File: config.mk
export PLATFORM = sky130hd
export DESIGN_NAME = sync_fifo_flex
export DESIGN_NICKNAME = d
export VERILOG_FILES = /design/src/rtl/sync_fifo_flex.sv
export SDC_FILE = /design/constraint.sdc
export NUM_CORES = 1
export LEC_CHECK = 0
export ABC_AREA = 0
export BUFFER_PORTS_ARGS = -buffer_cell sky130_fd_sc_hd__buf_4
export CORE_ASPECT_RATIO = 1.4
export CORE_MARGIN = 2
export CORE_UTILIZATION = 59
export DETAILED_ROUTE_END_ITERATION = 8
export GPL_ROUTABILITY_DRIVEN = 0
export HOLD_SLACK_MARGIN = 0.02
export PLACE_DENSITY = 0.78
export SYNTH_ARGS = -nofsm -noshare
export SYNTH_HDL_FRONTEND = slang
export SYNTH_SLANG_ARGS = --single-unit
File: constraint.sdc
create_clock -name clk -period 6.7 [get_ports clk]
set_input_delay 1.005 -clock clk [delete_from_list [all_inputs] [get_ports clk]]
set_output_delay 1.005 -clock clk [all_outputs]
set_load 0.02 [all_outputs]
File: src/rtl/sync_fifo_flex.sv
// sync_fifo_flex: parametrised single-clock FIFO.
// It has a standard (registered) read mode and a first-word-fall-through read mode.
// DEPTH can be any value of 2 or more, including non-powers of two.
// The almost-full and almost-empty thresholds are set at elaboration time.
// Overflow and underflow are sticky flags that stay set until clr_err or rst.
// A push to a full FIFO is accepted when a pop is accepted in the same cycle.
module sync_fifo_flex #(
    parameter int DATA_W    = 32,
    parameter int DEPTH     = 8,
    parameter int FWFT      = 0,
    parameter int AF_THRESH = DEPTH - 2,
    parameter int AE_THRESH = 2
) (
    input  logic                       clk,
    input  logic                       rst,
    input  logic                       push_en,
    input  logic                       pop_en,
    input  logic [DATA_W-1:0]          din,
    input  logic                       clr_err,
    output logic [DATA_W-1:0]          dout,
    output logic                       dout_valid,
    output logic                       full,
    output logic                       empty,
    output logic                       almost_full,
    output logic                       almost_empty,
    output logic [$clog2(DEPTH+1)-1:0] level,
    output logic                       overflow,
    output logic                       underflow
);

    localparam int PTR_W = (DEPTH > 1) ? $clog2(DEPTH) : 1;
    localparam int LVL_W = $clog2(DEPTH + 1);
    localparam logic [PTR_W-1:0] LAST_PTR = PTR_W'(DEPTH - 1);
    localparam logic [LVL_W-1:0] FULL_LVL = LVL_W'(DEPTH);

    logic [DATA_W-1:0] mem_q [DEPTH];
    logic [PTR_W-1:0]  wr_ptr_q, wr_ptr_d;
    logic [PTR_W-1:0]  rd_ptr_q, rd_ptr_d;
    logic [LVL_W-1:0]  level_q, level_d;
    logic              overflow_q, overflow_d;
    logic              underflow_q, underflow_d;
    logic              push_acc, pop_acc;

    // A pop needs data that is already stored, so a push in the same cycle cannot satisfy it.
    // A push to a full FIFO is accepted only when the same cycle frees a slot with a pop.
    assign empty        = (level_q == '0);
    assign full         = (level_q == FULL_LVL);
    assign almost_full  = (int'(level_q) >= AF_THRESH);
    assign almost_empty = (int'(level_q) <= AE_THRESH);
    assign pop_acc      = pop_en && !empty;
    assign push_acc     = push_en && (!full || pop_acc);
    assign level        = level_q;
    assign overflow     = overflow_q;
    assign underflow    = underflow_q;

    // Next state for the pointers, the fill level and the sticky error flags.
    // Pointers wrap with an explicit compare, which keeps non-power-of-two depths correct.
    always_comb begin
        wr_ptr_d    = wr_ptr_q;
        rd_ptr_d    = rd_ptr_q;
        level_d     = level_q;
        overflow_d  = clr_err ? 1'b0 : overflow_q;
        underflow_d = clr_err ? 1'b0 : underflow_q;
        if (push_acc) begin
            wr_ptr_d = (wr_ptr_q == LAST_PTR) ? '0 : wr_ptr_q + 1'b1;
        end
        if (pop_acc) begin
            rd_ptr_d = (rd_ptr_q == LAST_PTR) ? '0 : rd_ptr_q + 1'b1;
        end
        if (push_acc && !pop_acc) begin
            level_d = level_q + 1'b1;
        end else if (pop_acc && !push_acc) begin
            level_d = level_q - 1'b1;
        end
        if (push_en && !push_acc) begin
            overflow_d = 1'b1;
        end
        if (pop_en && !pop_acc) begin
            underflow_d = 1'b1;
        end
    end

    // Control state register; reset discards contents by zeroing pointers and level.
    always_ff @(posedge clk) begin
        if (rst) begin
            wr_ptr_q    <= '0;
            rd_ptr_q    <= '0;
            level_q     <= '0;
            overflow_q  <= 1'b0;
            underflow_q <= 1'b0;
        end else begin
            wr_ptr_q    <= wr_ptr_d;
            rd_ptr_q    <= rd_ptr_d;
            level_q     <= level_d;
            overflow_q  <= overflow_d;
            underflow_q <= underflow_d;
        end
    end

    // Storage array; it is not reset, and nothing is written while rst is high.
    always_ff @(posedge clk) begin
        if (!rst && push_acc) begin
            mem_q[wr_ptr_q] <= din;
        end
    end

    if (FWFT != 0) begin : g_fwft
        // The head word is shown directly.
        // dout is forced to zero while the FIFO is empty so that stale contents never appear.
        assign dout       = empty ? '0 : mem_q[rd_ptr_q];
        assign dout_valid = !empty;
    end else begin : g_std
        logic [DATA_W-1:0] dout_q, dout_d;
        logic              dout_valid_q, dout_valid_d;

        // The popped word is registered, so dout_valid is a one-cycle pulse for each accepted pop.
        always_comb begin
            dout_d       = dout_q;
            dout_valid_d = pop_acc;
            if (pop_acc) begin
                dout_d = mem_q[rd_ptr_q];
            end
        end

        // Read output register.
        always_ff @(posedge clk) begin
            if (rst) begin
                dout_q       <= '0;
                dout_valid_q <= 1'b0;
            end else begin
                dout_q       <= dout_d;
                dout_valid_q <= dout_valid_d;
            end
        end

        assign dout       = dout_q;
        assign dout_valid = dout_valid_q;
    end

endmodule
==> results of run 1 <==
-- worst register-to-register path: stages (launching register included) --
cell and delay, ps:
dfxtp_1 510, o41a_2 880, inv_1 280, ha_1 300, inv_1 130, ha_1 280, a21oi_1 200, a211oi_1 100
a31oi_1 170, mux2_2 350
-- through the flow --
stage | power [mW] | util | hold slack, ps | instance area [um2] | worst slack [ps]
final | 4.72 | 0.692 | 493 | 12900 | 3370
after global routing | 4.91 | 0.692 | 531 | 12900 | 3100
after CTS | 4.75 | 0.692 | 497 | 12900 | 3350
after detailed placement | 3.29 | 0.646 | 483 | 12100 | 2810
after global placement | 3.26 | 0.646 | 485 | 12100 | 2890
after floorplan | 2.98 | - | 498 | 11300 | 1700
-- routing by layer --
layer / part of all wire / wire length, um / up-vias / GRT usage
li1: - / - / 2473 / -
met1: 0.38 / 8260 / 2934 / 0.284
met2: 0.53 / 11500 / 228 / 0.385
met3: 0.063 / 1360 / 48 / 0.0341
met4: 0.025 / 539 / 0 / 0.0683
met5: 0 / 0 / - / 0
-- synthesized netlist by cell type, types with 2 or more instances --
cell type	n	area [um2]
a211oi_1	2	15.0
a21oi_1	10	50.1
buf_2	8	40.0
buf_4	4	30.0
buf_6	8	90.1
clkbuf_1	9	33.8
dfxtp_1	45	901
edfxtp_1	256	7690
ha_1	7	87.6
inv_1	3	11.3
mux4_2	64	1440
nand2_1	9	33.8
nand3b_1	3	22.5
nor2_1	48	180
nor2b_1	3	18.8
nor3_1	28	140
nor3_2	8	80.1
nor4_1	2	12.5
o22ai_1	32	200
-- layout make-up --
class,count,area share
clock buffers,34,0.0559
clock inverters,14,0.00959
multi-input cells,232,0.194
inverters,4,0.00116
flip-flops and latches,301,0.665
repair buffers,87,0.0506
well taps,244,0.0236
-- power groups by stage --
| stage | combinational (mW) | sequential, mW | clock [mW] |
|---|---|---|---|
| CTS | 0.990 | 2.27 | 1.49 |
| global placement | 0.956 | 2.30 | 0 |
| global route | 1.06 | 2.28 | 1.57 |
| floorplan | 0.621 | 2.36 | 0 |
| finish | 0.977 | 2.27 | 1.48 |
| detailed placement | 0.979 | 2.31 | 0 |
-- sequential cells by signal, indices dropped and copies added (netlist names) --
signal,flops
mem_q,256
dout,32
level,4
rd_ptr_q,3
wr_ptr_q,3
dout_valid,1
overflow,1
underflow,1
-- logic make-up after synthesis --
| family | count (synthesis) | synth area share |
|---|---|---|
| AOI/OAI and AO/OA | 48 | 0.0272 |
| xor gates and xnor gates | 2 | 0.00156 |
| adders and majority gates | 8 | 0.00956 |
| buffers and inverters | 34 | 0.0189 |
| DFF | 301 | 0.763 |
| muxes | 66 | 0.130 |
| and+or+nand+nor | 108 | 0.0499 |
-- path summary, 6_finish.rpt --
| check | end |
|---|---|
| max reg2reg | level[3] |
| min | dout[20] |
| max | level[3] |
| min reg2reg | dout[20] |
==> impl_summary.log, run 1 <==
[metrics] number of fill cells in the layout: 1,127
[metrics] setup slack on the worst flop-to-flop path: approximately 3400 ps
[metrics] worst min-delay path category: reg2reg
[metrics] number of vias after detailed routing: 5,683
[metrics] initial cell density of the core: 0.603
[metrics] Clock transition at path regs: around 60 ps
[metrics] commonest non-fill, non-tap cell in the layout: edfxtp_1
[metrics] delay of the slowest cell on the worst path: 820 ps
[metrics] critical path's top delay family: compound AO/OA/AOI/OAI gates
[metrics] Syn Std Cell Area: 0.0113 mm2
[metrics] filler-free cell count of the finished design: 916
[metrics] static leakage power: 4.26 nW
[metrics] Multi-input gate area: around 0.0025 mm2
[metrics] top-level I/O count: 80
[metrics] Crit-path slowest cell: o41a_2
[metrics] portion of the post-synthesis area used by sequential elements: 0.763
[metrics] Cell Chain, Critical Path: buf_4 > o41a_2 > inv_1 > ha_1 > inv_1 > ha_1 > a21oi_1 > a211oi_1 > a31oi_1 > mux2_2
[metrics] Core Area: 0.0187 mm2
[metrics] register bit count reported by yosys: between 300 and 400
[metrics] Worst Clk Skew: 17.6 ps
[metrics] TritonCTS sink count: 301
[metrics] synthesized instance count: roughly 570
[metrics] number of buffers added by the clock tree synthesis step: 26
[metrics] critical path data required time: approximately 7100 ps
[metrics] count of maximum capacitance violations: 0
[metrics] Worst Hold Depth: 2
[metrics] most used flip-flop cell after synthesis: edfxtp_1
[metrics] Skew-Pair Late Insertion Delay: between 500 and 600 ps
[metrics] starting DRC count in detailed routing: 427
[metrics] area growth from synthesis to layout: 14.8%
[metrics] startpoint of the lowest-slack register-to-register path: level[1]
[metrics] drc violations: 0
[metrics] internal power summed over all cells: 3.45 mW
[metrics] Reg2Reg Depth: 9
[metrics] Max-slew headroom: 0.171
[metrics] share of power burned in registers: 0.480
[metrics] Sequential cell area: 0.00859 mm2
[metrics] number of warning messages in the yosys log: 0
[metrics] buffers inserted during post-CTS setup optimization: 0
[metrics] Data arrival, critical path: 3750 ps
[metrics] overall die height: between 150 and 200 um
[metrics] number of cells in the design after placement: 868
[metrics] number of nets in the layout: 697
[metrics] largest net degree at the start of global routing: 67
[metrics] Hold Crit Start: dout[20]
[metrics] detailed-router iteration count before antenna repair: 4
[metrics] wire length of the first global-routing pass: 33.4 mm
[metrics] Bufs and invs on worst path: 3
[metrics] outcome: complete, no violations
[metrics] endpoints failing setup: 0
[metrics] number of vias per cell after detailed routing: 6.20
[metrics] fraction of synthesis flops using an asynchronous set or reset pin: 0
[metrics] number of levels the H-tree was split into: 1
[metrics] most frequent cells in the layout: 256 x edfxtp_1, 87 x buf_4, 64 x mux4_2
[metrics] worst slew pin tran: 1240 ps
[metrics] Syn Area/Cell: 19.9 um2
[metrics] Port Buffers: 79
[metrics] antenna-violating nets left: 0
[metrics] type of destination of the critical path: flip-flop
[metrics] via count of the first global-routing pass: about 6,000
[metrics] final critical-path share of the clock period: 0.497
[metrics] maximum fanout count along the critical path: 37
[metrics] Power per Cell Area: 366 mW/mm2
[metrics] kind of critical path: in2reg
[metrics] Peak supply drop: ~0.26 mV
[metrics] switching power as a share of total power: 0.270
[metrics] EDFF count, synth: 256
[metrics] Clock Power Share: 0.313
[metrics] number of hold-repair buffers added at the cts stage: 0
[metrics] Core Rows: 59
[metrics] number of antenna violations at the first check in global routing: 0
[metrics] relative contribution of combinational cells to total power: 0.207
[metrics] proportion of layout cells with a drive suffix above 1: 0.320
[metrics] clock tree from TritonCTS: built
[metrics] startpoint type of the worst setup path: input port
[metrics] wire length per cell after detailed routing: between 20 and 25 um
[metrics] fmax: 300 MHz
[metrics] Switching Power: 1.27 mW
[metrics] buffer depth of the longest clock path: 3
[metrics] Max Slew Vio Count: 0
[metrics] sum of net half-perimeters after detailed placement: 11.2 mm
[metrics] number of nets produced by synthesis: 612
[metrics] die extent in x: between 100 and 150 um
[metrics] Setup TNS Final: 0 ps
[metrics] number of cells on the critical path: 10
[metrics] Synth cell types: 37
[metrics] final global-route overflow total: 0
[metrics] number of diodes added for antenna fixing: 0
[metrics] die area: around 0.020 mm2
[metrics] Critical Path Start: pop_en
[metrics] final WL: 21.7 mm
[metrics] cell chosen for the clock root: clkbuf_16
[metrics] setup repair after global routing missed its margin: false
[metrics] gr usage total: 0.219
[metrics] Final Hold Fails: 0
[metrics] minimum period implied by the final worst setup slack: 3330 ps
[metrics] number of resized instances in the post-cts repair step: 0
Power figures use the tool's default switching activity.
==> run 2, diff against run 1 <==
- CORE_UTILIZATION: 59 -> 54
- PLACE_DENSITY: 0.78 -> 0.75
- clock period: 6.7 -> 2.7 ns (I/O delays scaled with it)
==> run 2 against run 1 <==
Wire length grew 3.1%. First-iteration DRC count grew 10%. Worst setup slack lost 3300 ps. Clock skew shrank 3.1 ps. Highest routed layer unchanged. Die area grew 9.0%. Critical path type is now reg2reg. Critical path depth grew 1. Core utilization shrank 5.1 points. Cell area grew 1.5%. Hold slack lost 380 ps. Non-clock buffer count grew 15. Flip-flop and latch count is the same. Combinational power grew to 2.7 times the previous value.
==> impl_summary.log, run 2 (synthesis gave the netlist of run 1 again) <==
[metrics] most crowded layer after global routing: met2
[metrics] final WL: 22.4 mm
[metrics] Clock transition at path regs: roughly 70 ps
[metrics] Data arrival, critical path: 3020 ps
[metrics] fmax: 384 MHz
[metrics] final global-route overflow total: 0
[metrics] delay of the slowest cell on the worst path: 540 ps
[metrics] TritonCTS sink count: between 300 and 400
[metrics] endpoints failing setup: 0
[metrics] outcome: complete, no violations
[metrics] cell chosen for the clock root: clkbuf_16
[metrics] sum of net half-perimeters after detailed placement: roughly 13 mm
[metrics] Port Buffers: just under 80
[metrics] Worst Clk Skew: 14.5 ps
[metrics] wire length of the first global-routing pass: 34.8 mm
[metrics] number of hold-repair buffers added at the cts stage: 0
[metrics] die extent in x: about 130 um
[metrics] Skew-Pair Late Insertion Delay: ~520 ps
[metrics] Final Hold Fails: 0
[metrics] critical path's top delay family: simple AND/OR/NAND/NOR gates
[metrics] number of fill cells in the layout: approximately 1,400
[metrics] die area: roughly 0.022 mm2
[metrics] Max-slew headroom: 0.260
[metrics] core occupancy in the finished layout: 0.640
[metrics] area growth from synthesis to layout: 16.5%
[metrics] Power per Cell Area: 890 mW/mm2
[metrics] overall die height: 175 um
[metrics] number of flip-flops in the largest register: ~260
[metrics] grt met2 use: 0.369
[metrics] final critical-path share of the clock period: 0.965
[metrics] drc violations: 0
[metrics] type of destination of the critical path: flip-flop
[metrics] GR Util met1: 0.267
[metrics] Crit-path slowest cell: or4b_4
[metrics] number of nets in the layout: 712
[metrics] detailed-router iteration count before antenna repair: 5
[metrics] gr usage total: 0.207
[metrics] Core Rows: 62
[metrics] count of maximum capacitance violations: 0
[metrics] Peak supply drop: around 0.57 mV
[metrics] worst min-delay path category: in2reg
[metrics] buffer depth of the longest clock path: 3
[metrics] final setup slack of the worst path: 95.1 ps
[metrics] worst slew pin tran: roughly 1100 ps
[metrics] number of antenna violations at the first check in global routing: 0
[metrics] number of diodes added for antenna fixing: 0
[metrics] number of buffers added by the clock tree synthesis step: 26
[metrics] wire length per cell after detailed routing: 23.7 um
[metrics] proportion of layout cells with a drive suffix above 1: 0.338
[metrics] instance area at placement: 0.0123 mm2
[metrics] setup repair after global routing missed its margin: false
[metrics] CP dominant cell by count: inv_2
[metrics] critical path data required time: 3120 ps
[metrics] cell area after layout: 0.0131 mm2
[metrics] largest net degree at the start of global routing: 67
[metrics] starting DRC count in detailed routing: 470
[metrics] static leakage power: 4.32 nW
[metrics] Core Area: 0.0205 mm2
[metrics] Max Slew Vio Count: 0
[metrics] register with the most flip-flops: mem_q
[metrics] GRT met3 Usage: 0.0300
[metrics] number of vias per cell after detailed routing: 5.98
[metrics] number of levels the H-tree was split into: 1
[metrics] minimum period implied by the final worst setup slack: 2600 ps
[metrics] clock tree from TritonCTS: built
[metrics] maximum fanout count along the critical path: 6
[metrics] via count of the first global-routing pass: around 6,000
[metrics] startpoint type of the worst setup path: flip-flop
[metrics] DP Worst Slack: 6.90 ps
[metrics] number of vias after detailed routing: around 5,600
[metrics] kind of critical path: reg2reg
[metrics] initial cell density of the core: 0.550
[metrics] Cell Chain, Critical Path: or4b_4 > o21ai_4 > inv_2 > ha_2 > inv_2 > buf_4 > ha_1 > nand3_2 > a211oi_1 > a31oi_1 > mux2_2
[metrics] Setup TNS Final: 0 ps
[metrics] most frequent cells in the layout: 256 x edfxtp_1, 96 x buf_4, 64 x mux4_2
[metrics] Bufs and invs on worst path: 3
[metrics] commonest non-fill, non-tap cell in the layout: edfxtp_1
[metrics] post-layout total power: 11.7 mW
[metrics] antenna-violating nets left: 0
[metrics] top-level I/O count: 80
run 2: per-layer routing:
layer / share of wire / vias up
li1: - / 2501
met1: 0.39 / 2919
met2: 0.54 / 183
met3: 0.053 / 38
met4: 0.021 / 0
met5: 0 / -
run 2: final timing paths:
check / startpoint / to / slack (ps) / cells past startpoint
setup / recovery: level[1] / level[3] / 100 / 11
hold / removal: din[18] / mem_q[4][18] / 110 / 1
setup reg to reg: level[1] / level[3] / 100 / 11
hold reg to reg: dout[10] / dout[10] / 490 / 2
run 2: area by class of cell:
type                            instances  area, um2  share of cell area
Sequential cell                       301       8600               0.656
Multi-Input combinational cell        232       2550               0.194
Timing Repair Buffer                  102        841              0.0641
Clock buffer                           39        721              0.0549
Tap cell                              256        320              0.0244
Clock inverter                          9       66.3             0.00506
Inverter                                4       15.0             0.00114
run 2: what timing repair did:
item / 4_1_cts / 5_1_grt
gates resized for setup: 4 / 5
hold endpoints to repair: 0 / 0
pin swaps: 2 / 2
cloned: 0 / 0
setup buffers: 1 / 2
endpoints found under the setup margin: 1 / 39
run 2: per-stage QoR:
| stage | std cells | hold WS [ps] |
|---|---|---|
| floorplan | 567 | 504 |
| global placement | 892 | 480 |
| detailed placement | 892 | 479 |
| CTS | 941 | 98.6 |
| global route | 943 | 104 |
| finish | 943 | 111 |
run 2: report_power, final:
| part | internal, mW | total, mW | leakage (nW) | switching (mW) |
|---|---|---|---|---|
| logic | 1.24 | 2.61 | 1.25 | 1.37 |
| registers | 5.36 | 5.60 | 2.69 | 0.247 |
| clock network | 1.94 | 3.46 | 0.385 | 1.52 |
==> run 3, diff against run 2 <==
- CORE_UTILIZATION: 54 -> 61
- PLACE_DENSITY: 0.75 -> 0.8
- clock period: 2.7 -> 3.4 ns (I/O delays scaled with it)
==> run 3 against run 2 <==
Clock-buffer cell count up 4. Hold slack better by 100 ps. Die area down 11%. Clock power down 16%. Sequential power down 20%.
==> impl_summary.log, run 3 (synthesis gave the netlist of run 1 again) <==
[metrics] critical path data required time: ~3800 ps
[metrics] number of vias per cell after detailed routing: 6.22
[metrics] clock tree from TritonCTS: built
[metrics] buffers inserted during post-CTS setup optimization: 0
[metrics] post-layout total power: 9.35 mW
[metrics] Core Area: 0.0180 mm2
[metrics] register with the most flip-flops: mem_q
[metrics] via count of the first global-routing pass: 5,944
[metrics] static leakage power: ~4.3 nW
[metrics] filler-free cell count of the finished design: 919
[metrics] largest net degree at the start of global routing: ~50
[metrics] Max Slew Vio Count: 0
[metrics] number of hold-repair buffers added at the cts stage: 0
[metrics] number of cells in the design after placement: just under 900
[metrics] final critical-path share of the clock period: 0.885
[metrics] wire length per cell after detailed routing: 23.6 um
[metrics] Skew-Pair Late Insertion Delay: around 520 ps
[metrics] count of maximum capacitance violations: 0
[metrics] worst min-delay path category: in2reg
[metrics] Worst Clk Skew: 10.7 ps
[metrics] detailed-router iteration count before antenna repair: 5
[metrics] area growth from synthesis to layout: 15.6%
[metrics] number of resized instances in the post-cts repair step: 0
[metrics] starting DRC count in detailed routing: approximately 520
[metrics] die area: 0.0196 mm2
[metrics] type of destination of the critical path: flip-flop
[metrics] Clock transition at path regs: 70 ps
[metrics] number of nets in the layout: 704
[metrics] Power per Cell Area: 718 mW/mm2
[metrics] overall die height: 165 um
[metrics] startpoint type of the worst setup path: flip-flop
[metrics] buffer depth of the longest clock path: 3
[metrics] Max-slew headroom: 0.492
[metrics] number of antenna violations at the first check in global routing: 0
[metrics] cell chosen for the clock root: clkbuf_16
[metrics] commonest non-fill, non-tap cell in the layout: edfxtp_1
[metrics] Data arrival, critical path: 3420 ps
[metrics] sum of net half-perimeters after detailed placement: approximately 12 mm
[metrics] TritonCTS sink count: roughly 300
[metrics] die extent in x: roughly 120 um
[metrics] number of flip-flops in the largest register: ~260
[metrics] proportion of layout cells with a drive suffix above 1: 0.328
[metrics] kind of critical path: reg2reg
[metrics] number of vias after detailed routing: 5,712
[metrics] Final Hold Fails: 0
[metrics] final global-route overflow total: 0
[metrics] number of diodes added for antenna fixing: 0
[metrics] Port Buffers: just under 80
[metrics] Core Rows: 58
[metrics] outcome: complete, no violations
[metrics] Peak supply drop: 0.536 mV
[metrics] antenna-violating nets left: 0
[metrics] fmax: 332 MHz
[metrics] worst slew pin tran: 762 ps
[metrics] number of levels the H-tree was split into: 1
[metrics] final WL: ~22 mm
[metrics] wire length of the first global-routing pass: approximately 34 mm
[metrics] top-level I/O count: 80
[metrics] drc violations: 0
[metrics] maximum fanout count along the critical path: 9
[metrics] initial cell density of the core: 0.625
[metrics] minimum period implied by the final worst setup slack: 3010 ps
[metrics] Hold WS: roughly 210 ps
[metrics] gr usage total: 0.230
[metrics] number of buffers added by the clock tree synthesis step: 27
[metrics] most frequent cells in the layout: 256 x edfxtp_1, 91 x buf_4, 64 x mux4_2
[metrics] endpoints failing setup: 0
[metrics] setup repair after global routing missed its margin: false
-- run 3: cell types whose count changed in the layout (fill, tap and decap cells not counted), sizes merged --
cell / before / now
clkinvlp: 0 / 1
buf: 102 / 93
clkinv: 8 / 4
clkbuf: 39 / 43
inv: 4 / 5
bufinv: 1 / 0
-- run 3: final cells by class --
| type | instances | area (um2) |
|---|---|---|
| sequential | 301 | 8590 |
| fill | 1078 | 4980 |
| multi-input combinational | 232 | 2520 |
| clock buffer | 43 | 827 |
| timing repair buffer | 93 | 723 |
| tap | 240 | 300 |
| clock inverter | 6 | 35.0 |
| inverter | 4 | 15.0 |
-- run 3: through the flow --
stage / cell area (um2) / setup TNS, ps / worst slack [ps] / utilization
after floorplan: 11300 / -18910 / -197 / -
after global routing: 13000 / 0 / 207 / 0.723
after detailed placement: 12200 / 0 / 417 / 0.675
final: 13000 / 0 / 392 / 0.723
after CTS: 13000 / 0 / 401 / 0.723
after global placement: 12200 / 0 / 538 / 0.675
-- run 3: routing by layer --
metal  wire [um]  global-route usage
met3        1430              0.0321
met1        8280               0.297
met2       11400               0.405
met4         571              0.0823
met5           0                   0
-- run 3: final timing paths --
kind,to,slack [ps],startpoint,cells after the start
worst max-delay path,level[3],390,level[0],10
worst min-delay path,mem_q[2][16],210,din[16],1
worst max register to register,level[3],390,level[0],10
worst min register to register,dout[20],490,dout[20],2
-- run 3: report_power, final --
part           internal (mW)  total [mW]  switching [mW]
Clock                   1.67        2.90            1.24
Sequential              4.25        4.46           0.217
Combinational          0.925        1.98            1.06
-- run 3: critical path: stages (launching register included) --
cell and delay, ps:
dfxtp_1 400, or4b_4 610, o21ai_4 320, inv_2 110
ha_1 210, inv_1 130, ha_1 290, a21oi_1 210
a211oi_1 100, a31oi_1 150, mux2_2 350
